<file path="src/rtl/ps2_mouse_pkg.sv">
// ps2_mouse_pkg
// Shared definitions for the PS/2 mouse packet decoder:
//   - state_e   : packet framing FSM states (header, X byte, Y byte)
//   - BTN_*/SYNC/XS/YS/XO/YO : bit positions inside the packet header byte
//   - OVF_POS/OVF_NEG        : delta substituted when a header overflow bit is set
package ps2_mouse_pkg;

    typedef enum logic [1:0] {
        S_B0,
        S_B1,
        S_B2
    } state_e;

    localparam int unsigned BTN_L = 0;
    localparam int unsigned BTN_R = 1;
    localparam int unsigned BTN_M = 2;
    localparam int unsigned SYNC  = 3;
    localparam int unsigned XS    = 4;
    localparam int unsigned YS    = 5;
    localparam int unsigned XO    = 6;
    localparam int unsigned YO    = 7;

    localparam logic signed [8:0] OVF_POS = 9'sh0FF;  // +255
    localparam logic signed [8:0] OVF_NEG = 9'sh100;  // -256

endpackage

</file>
<file path="src/rtl/ps2_motion_accum.sv">
// ps2_motion_accum
// One motion axis: decodes the 9-bit signed delta (with overflow substitution),
// accumulates it with saturation, and on each tick registers the scaled,
// clamped magnitude and the direction, then clears the accumulator.
// Ports:
//   clk, rstn  : clock, synchronous active-low reset
//   commit_i   : add this cycle's delta (packet completes this cycle)
//   tick_i     : movement sample point (single-cycle event)
//   byte_i     : low 8 bits of the delta
//   sign_i     : delta sign bit from the header
//   ovf_i      : overflow bit from the header
//   mag_o      : min(|acc| >> SHIFT, 2^OUT_W-1), updated on tick
//   dir_o      : 1 when the accumulated value was >= 0, updated on tick
module ps2_motion_accum
    import ps2_mouse_pkg::*;
#(
    parameter int unsigned ACC_W = 11,
    parameter int unsigned OUT_W = 10,
    parameter int unsigned SHIFT = 1
) (
    input  logic             clk,
    input  logic             rstn,
    input  logic             commit_i,
    input  logic             tick_i,
    input  logic [7:0]       byte_i,
    input  logic             sign_i,
    input  logic             ovf_i,
    output logic [OUT_W-1:0] mag_o,
    output logic             dir_o
);

    localparam logic signed [ACC_W:0] SAT_MAX = (ACC_W+1)'((2**(ACC_W-1)) - 1);
    localparam logic signed [ACC_W:0] SAT_MIN = -SAT_MAX;
    localparam logic [ACC_W-1:0]      OUT_MAX = ACC_W'((2**OUT_W) - 1);

    logic signed [ACC_W-1:0] acc_q;
    logic [OUT_W-1:0]        mag_q;
    logic                    dir_q;

    logic signed [8:0]       delta_d;
    logic signed [ACC_W:0]   sum_d;
    logic signed [ACC_W-1:0] acc_d;
    logic [ACC_W-1:0]        abs_d;
    logic [ACC_W-1:0]        mag_d;

    // acc_d already includes a same-cycle commit, so a tick coinciding with
    // the last packet byte reports that packet's motion.
    always_comb begin
        delta_d = '0;
        if (commit_i) begin
            if (ovf_i) begin
                delta_d = sign_i ? OVF_NEG : OVF_POS;
            end else begin
                delta_d = {sign_i, byte_i};
            end
        end
        sum_d = (ACC_W+1)'(acc_q) + (ACC_W+1)'(delta_d);
        if (sum_d > SAT_MAX) begin
            acc_d = SAT_MAX[ACC_W-1:0];
        end else if (sum_d < SAT_MIN) begin
            acc_d = SAT_MIN[ACC_W-1:0];
        end else begin
            acc_d = sum_d[ACC_W-1:0];
        end
        abs_d = acc_d[ACC_W-1] ? ACC_W'(-acc_d) : ACC_W'(acc_d);
        mag_d = abs_d >> SHIFT;
        if (mag_d > OUT_MAX) begin
            mag_d = OUT_MAX;
        end
    end

    always_ff @(posedge clk) begin
        if (!rstn) begin
            acc_q <= '0;
            mag_q <= '0;
            dir_q <= 1'b0;
        end else if (tick_i) begin
            acc_q <= '0;
            mag_q <= mag_d[OUT_W-1:0];
            dir_q <= ~acc_d[ACC_W-1];
        end else begin
            acc_q <= acc_d;
        end
    end

    assign mag_o = mag_q;
    assign dir_o = dir_q;

endmodule

</file>
<file path="src/rtl/ps2_mouse_packet_decoder.sv">
// ps2_mouse_packet_decoder
// Frames 3-byte PS/2 mouse packets from the byte receiver, resynchronises on
// stray bytes and inter-byte timeouts, and reports per-tick motion.
// Ports:
//   clk, rstn        : clock, synchronous active-low reset
//   rx_ready/rx_data : receiver strobe level (rising edge = new byte) and byte
//   move_tick        : movement clock level (rising edge = sample point)
//   pkt_valid        : one-cycle pulse per accepted packet
//   btn_left/right/middle : button levels from the last accepted packet
//   vx, vy, dir_x, dir_y  : scaled magnitude and direction per tick interval
//   sync_err_cnt     : saturating count of dropped bytes and timeouts
module ps2_mouse_packet_decoder
    import ps2_mouse_pkg::*;
#(
    parameter int unsigned SHIFT          = 1,
    parameter int unsigned TIMEOUT_CYCLES = 2500000,
    parameter int unsigned ACC_W          = 11
) (
    input  logic       clk,
    input  logic       rstn,
    input  logic       rx_ready,
    input  logic [7:0] rx_data,
    input  logic       move_tick,
    output logic       pkt_valid,
    output logic       btn_left,
    output logic       btn_right,
    output logic       btn_middle,
    output logic [9:0] vx,
    output logic [8:0] vy,
    output logic       dir_x,
    output logic       dir_y,
    output logic [7:0] sync_err_cnt
);

    localparam int unsigned     TO_W    = (TIMEOUT_CYCLES > 1) ? $clog2(TIMEOUT_CYCLES) : 1;
    localparam logic [TO_W-1:0] TO_LAST = TO_W'(TIMEOUT_CYCLES - 1);

    state_e          state_q;
    logic            rx_q;
    logic            tick_q;
    logic [7:0]      hdr_q;
    logic [7:0]      xbyte_q;
    logic [TO_W-1:0] to_cnt_q;
    logic [7:0]      err_q;
    logic            pkt_valid_q;
    logic            btn_l_q;
    logic            btn_r_q;
    logic            btn_m_q;

    logic            rx_evt_d;
    logic            tick_evt_d;
    logic            commit_d;
    logic [7:0]      err_d;

    always_comb begin
        rx_evt_d   = rx_ready & ~rx_q;
        tick_evt_d = move_tick & ~tick_q;
        commit_d   = rx_evt_d && (state_q == S_B2);
        err_d      = (err_q == 8'hFF) ? err_q : err_q + 8'd1;
    end

    always_ff @(posedge clk) begin
        if (!rstn) begin
            state_q     <= S_B0;
            rx_q        <= 1'b0;
            tick_q      <= 1'b0;
            hdr_q       <= '0;
            xbyte_q     <= '0;
            to_cnt_q    <= '0;
            err_q       <= '0;
            pkt_valid_q <= 1'b0;
            btn_l_q     <= 1'b0;
            btn_r_q     <= 1'b0;
            btn_m_q     <= 1'b0;
        end else begin
            rx_q        <= rx_ready;
            tick_q      <= move_tick;
            pkt_valid_q <= 1'b0;
            case (state_q)
                S_B0: begin
                    to_cnt_q <= '0;
                    if (rx_evt_d) begin
                        // Only a byte with the always-one sync bit can start a packet.
                        if (rx_data[SYNC]) begin
                            hdr_q   <= rx_data;
                            state_q <= S_B1;
                        end else begin
                            err_q <= err_d;
                        end
                    end
                end
                S_B1: begin
                    if (rx_evt_d) begin
                        xbyte_q  <= rx_data;
                        to_cnt_q <= '0;
                        state_q  <= S_B2;
                    end else if (to_cnt_q == TO_LAST) begin
                        to_cnt_q <= '0;
                        err_q    <= err_d;
                        state_q  <= S_B0;
                    end else begin
                        to_cnt_q <= to_cnt_q + TO_W'(1);
                    end
                end
                S_B2: begin
                    // The Y byte is consumed straight from rx_data by the Y accumulator.
                    if (rx_evt_d) begin
                        pkt_valid_q <= 1'b1;
                        btn_l_q     <= hdr_q[BTN_L];
                        btn_r_q     <= hdr_q[BTN_R];
                        btn_m_q     <= hdr_q[BTN_M];
                        to_cnt_q    <= '0;
                        state_q     <= S_B0;
                    end else if (to_cnt_q == TO_LAST) begin
                        to_cnt_q <= '0;
                        err_q    <= err_d;
                        state_q  <= S_B0;
                    end else begin
                        to_cnt_q <= to_cnt_q + TO_W'(1);
                    end
                end
                default: begin
                    to_cnt_q <= '0;
                    state_q  <= S_B0;
                end
            endcase
        end
    end

    ps2_motion_accum #(
        .ACC_W (ACC_W),
        .OUT_W (10),
        .SHIFT (SHIFT)
    ) u_accum_x (
        .clk      (clk),
        .rstn     (rstn),
        .commit_i (commit_d),
        .tick_i   (tick_evt_d),
        .byte_i   (xbyte_q),
        .sign_i   (hdr_q[XS]),
        .ovf_i    (hdr_q[XO]),
        .mag_o    (vx),
        .dir_o    (dir_x)
    );

    ps2_motion_accum #(
        .ACC_W (ACC_W),
        .OUT_W (9),
        .SHIFT (SHIFT)
    ) u_accum_y (
        .clk      (clk),
        .rstn     (rstn),
        .commit_i (commit_d),
        .tick_i   (tick_evt_d),
        .byte_i   (rx_data),
        .sign_i   (hdr_q[YS]),
        .ovf_i    (hdr_q[YO]),
        .mag_o    (vy),
        .dir_o    (dir_y)
    );

    assign pkt_valid    = pkt_valid_q;
    assign btn_left     = btn_l_q;
    assign btn_right    = btn_r_q;
    assign btn_middle   = btn_m_q;
    assign sync_err_cnt = err_q;

endmodule

</file>
<file path="config.mk">
export PLATFORM = sky130hd
export DESIGN_NAME = ps2_mouse_packet_decoder
export DESIGN_NICKNAME = d
export VERILOG_FILES = /design/src/rtl/ps2_mouse_pkg.sv /design/src/rtl/ps2_motion_accum.sv /design/src/rtl/ps2_mouse_packet_decoder.sv
export SDC_FILE = /design/constraint.sdc
export NUM_CORES = 1
export LEC_CHECK = 0
export ABC_AREA = 1
export ABC_CLOCK_PERIOD_IN_PS = 9000
export CAP_MARGIN = 20
export CORE_UTILIZATION = 35
export CTS_CLUSTER_SIZE = 30
export DETAILED_ROUTE_END_ITERATION = 12
export PLACE_DENSITY_LB_ADDON = 0.12
export SLEW_MARGIN = 25
export SYNTH_ARGS = -nofsm -noshare
export SYNTH_HDL_FRONTEND = slang
export SYNTH_SLANG_ARGS = --single-unit
</file>
<file path="constraint.sdc">
create_clock -name clk -period 9 [get_ports clk]
set_input_delay 1.8 -clock clk [delete_from_list [all_inputs] [get_ports clk]]
set_output_delay 1.8 -clock clk [all_outputs]
set_load 0.01 [all_outputs]
</file>
==> results.ini <==
[layout]
drive_above_1_share = 0.07709
postLayoutCoreUtil = 0.4228
final_nets = 960
mostFrequentLayoutCells = nand2_1 (210), inv_1 (122), nor2_1 (116)
layout.cells.non_filler = 1137
diodes = 0
area_growth_pct = 16.56
fillerInstances = 1700
mostFrequentLayoutCell = nand2_1

[synth]
syn_area_mm2 = 0.005824
synth.avg_cell_area_um2 = 6.649
synth_compound_area_frac = 0.1267
synthAdderAreaFrac = 0.07132
synth_edf_count = 0
synthSimpleGateAreaFrac = 0.3618
yosysWarnings = 0
ys_ff_latch = 96
yosys_most_used_dff = dfxtp_1
synth_top_family_by_area = simple AND/OR/NAND/NOR gates
synth_cell_type_count = 45
synthMuxAreaShare = 0
ys_seq_area_frac = 0.3300
synth_xor_area_frac = 0.01203
netlist_instances = 876
ys_async_sr_fraction = 0
syn_nets = 920

[cts]
insertion_delay_ns = 0.35
tritoncts = yes
h-tree-depth = 3
clkTransAtPathRegs_ns = 0.07
cts_setup_buffers = 0
cts_made_buffers = 9
cts_resized = 0
clk_path_buf_depth = 2
cts_num_sinks = 96
clockRootBuffer = clkbuf_16
postCtsHoldBufs = 0

[setup_path]
arrival_ns = 6.63
rr_startpoint = rx_q$_SDFF_PN0_
start_kind = primary input
critical_path.max_fanout = 12
worstPathRequired_ns = 9.24
worstSetupPathType = primary input to register
critPathLaunch = rx_ready
critPathCaptureType = register

[timing]
fmax_mhz = 156.4
finalSetupViolCount = 0
setup_tns_ns = 0
holdWs_ns = 0.4482
rsz0062_at_grt = false
slew_violations = 0
fin_skew_ns = 0.005416
relSlewSlack = 0.4310
period_share = 0.7103
fin_ws_ns = 2.607
worst_slew_pin_slew_ns = 0.8504
finalCriticalPeriod_ns = 6.393
hold_viol_final = 0

[placement]
place_ws_ns = 2.274
place.port_buffers = 44
place.detailed.instances = 1120
dp_hpwl_um = 10550
place.gp.congestion = 0.8500

[grt]
antenna_found_initial = 0
grt_pass1_wl_um = 23000
gr-usage-all-layers = 0.1706
use_met2 = 0.2599
grt_use_met1 = 0.2411
grt_pass1_vias = 4855
grt.busiest_layer = met2
globalRouteMet3Util = 0.03705
overflow = 0
grt_max_degree = 36

[drt]
wl_um = 13690
routedWlPerCell_um = 12.04
drt_iter0_drc = 237
postRouteAntennaNets = 0
first_pass_iters = 4
vias = 5287
drc = 0
drt-vias-per-instance = 4.650

[die]
rows = 46
die_w_um = 131
ios = 45
initial_core_util = 0.3627
core_mm2 = 0.01606
dieArea_mm2 = 0.01716
die_y_um = 131

[power_and_ir_drop]
vdd_drop_max_mv = 0.1206
cellPowerDensity_mw_per_mm2 = 132.2
cellLeakagePower_nw = 3.133

[flow_run]
max_cap_violations = 0

[run_status]
status = finished, final reports clean

[hold_path]
min-delay-start = to_cnt_q[0]$_SDFF_PP0_
min_path_type = register to register

critical path, cell delays in order:
cell and delay, ns:
clkdlybuf4s50_1 0.47, inv_1 0.04, nor2_1 0.26, inv_1 0.16, nor2_1 0.37, o21ai_1 0.31
a21oi_1 0.24, ha_1 0.31, nand2_1 0.13, inv_1 0.04, a21oi_1 0.19, nand2_1 0.09
nand2_1 0.06, nand2_1 0.04, nand2_1 0.33, inv_1 0.27, nand2_2 0.22, inv_1 0.11
o21ai_0 0.31, ha_1 0.24, nand2_1 0.07, nor2_2 0.15, nand3b_1 0.14, nand2_1 0.08
nand2_1 0.06, nand3_1 0.06, nand2_1 0.06
cell usage after synthesis, types with 4 or more instances:
library cell | number | share of area
inv_2 | 7 | 0.0045
o21ai_1 | 5 | 0.0043
inv_1 | 122 | 0.079
ha_1 | 30 | 0.064
nand4_1 | 17 | 0.018
nand3b_1 | 7 | 0.0090
o21ai_0 | 50 | 0.043
nand3_2 | 4 | 0.0069
a211oi_1 | 5 | 0.0064
buf_2 | 4 | 0.0034
xor2_1 | 5 | 0.0075
dfxtp_1 | 96 | 0.33
a31oi_1 | 6 | 0.0064
nor3_1 | 16 | 0.014
clkbuf_1 | 13 | 0.0084
nand2_1 | 210 | 0.14
a21oi_1 | 43 | 0.037
nor2_1 | 116 | 0.075
nand3_1 | 49 | 0.042
nor3b_1 | 7 | 0.0090
nor2_2 | 6 | 0.0064
a21oi_2 | 5 | 0.0075
nand2_2 | 16 | 0.017
worst paths after layout:
check | end | cells past startpoint | slack, ns
max | u_accum_x.mag_o[7]$_SDFFE_PN0P_ | 27 | 2.61
min | to_cnt_q[0]$_SDFF_PP0_ | 1 | 0.45
max reg2reg | u_accum_x.mag_o[7]$_SDFFE_PN0P_ | 25 | 4.27
min reg2reg | to_cnt_q[0]$_SDFF_PP0_ | 1 | 0.45
through the flow:
stage | power, W | area (µm²)
2_1_floorplan | 0.0004872 | 5824
3_3_place_gp | 0.0005138 | 6466
3_5_place_dp | 0.0005134 | 6466
4_1_cts | 0.0009120 | 6774
5_1_grt | 0.0009370 | 6789
6_report | 0.0008976 | 6789
final cells by class:
class | count | area [µm²] | area share
Inverter | 130 | 488.0 | 0.07188
Multi-Input combinational cell | 632 | 3331 | 0.4906
Sequential cell | 96 | 1922 | 0.2831
Clock buffer | 11 | 252.7 | 0.03723
Timing Repair Buffer | 47 | 470.5 | 0.06930
Clock inverter | 5 | 55.05 | 0.008109
Tap cell | 216 | 270.3 | 0.03981
routing by layer:
| metal | share of wire | wire (µm) | vias to the layer above |
|---|---|---|---|
| li1 | - | - | 2898 |
| met1 | 0.54 | 7347 | 2310 |
| met2 | 0.42 | 5697 | 70 |
| met3 | 0.036 | 490 | 9 |
| met4 | 0.011 | 154 | 0 |
| met5 | 0 | 0 | - |
flip-flops by register name (all words and copies together), names as in the netlist:
| name | flops |
|---|---|
| btn_left | 1 |
| btn_middle | 1 |
| btn_right | 1 |
| hdr_q | 7 |
| pkt_valid | 1 |
| rx_q | 1 |
| state_q | 2 |
| sync_err_cnt | 8 |
| tick_q | 1 |
| to_cnt_q | 22 |
| u_accum_x.acc_q | 11 |
| u_accum_x.dir_o | 1 |
| u_accum_x.mag_o | 10 |
| u_accum_y.acc_q | 11 |
| u_accum_y.dir_o | 1 |
| u_accum_y.mag_o | 9 |
| xbyte_q | 8 |
power by group:
part	internal [W]	switching [W]
registers	0.000435	0.00000556
clock network	0.000229	0.000164
logic	0.0000264	0.0000376
total	0.000690	0.000207
cells by family after synthesis:
logic type      after synthesis
buf+inv                     148
flops                        96
compound gates              128
fa+ha+maj                    32
xor+xnor                      8
simple gates                464
No activity file was read; power rests on OpenSTA's default activity.
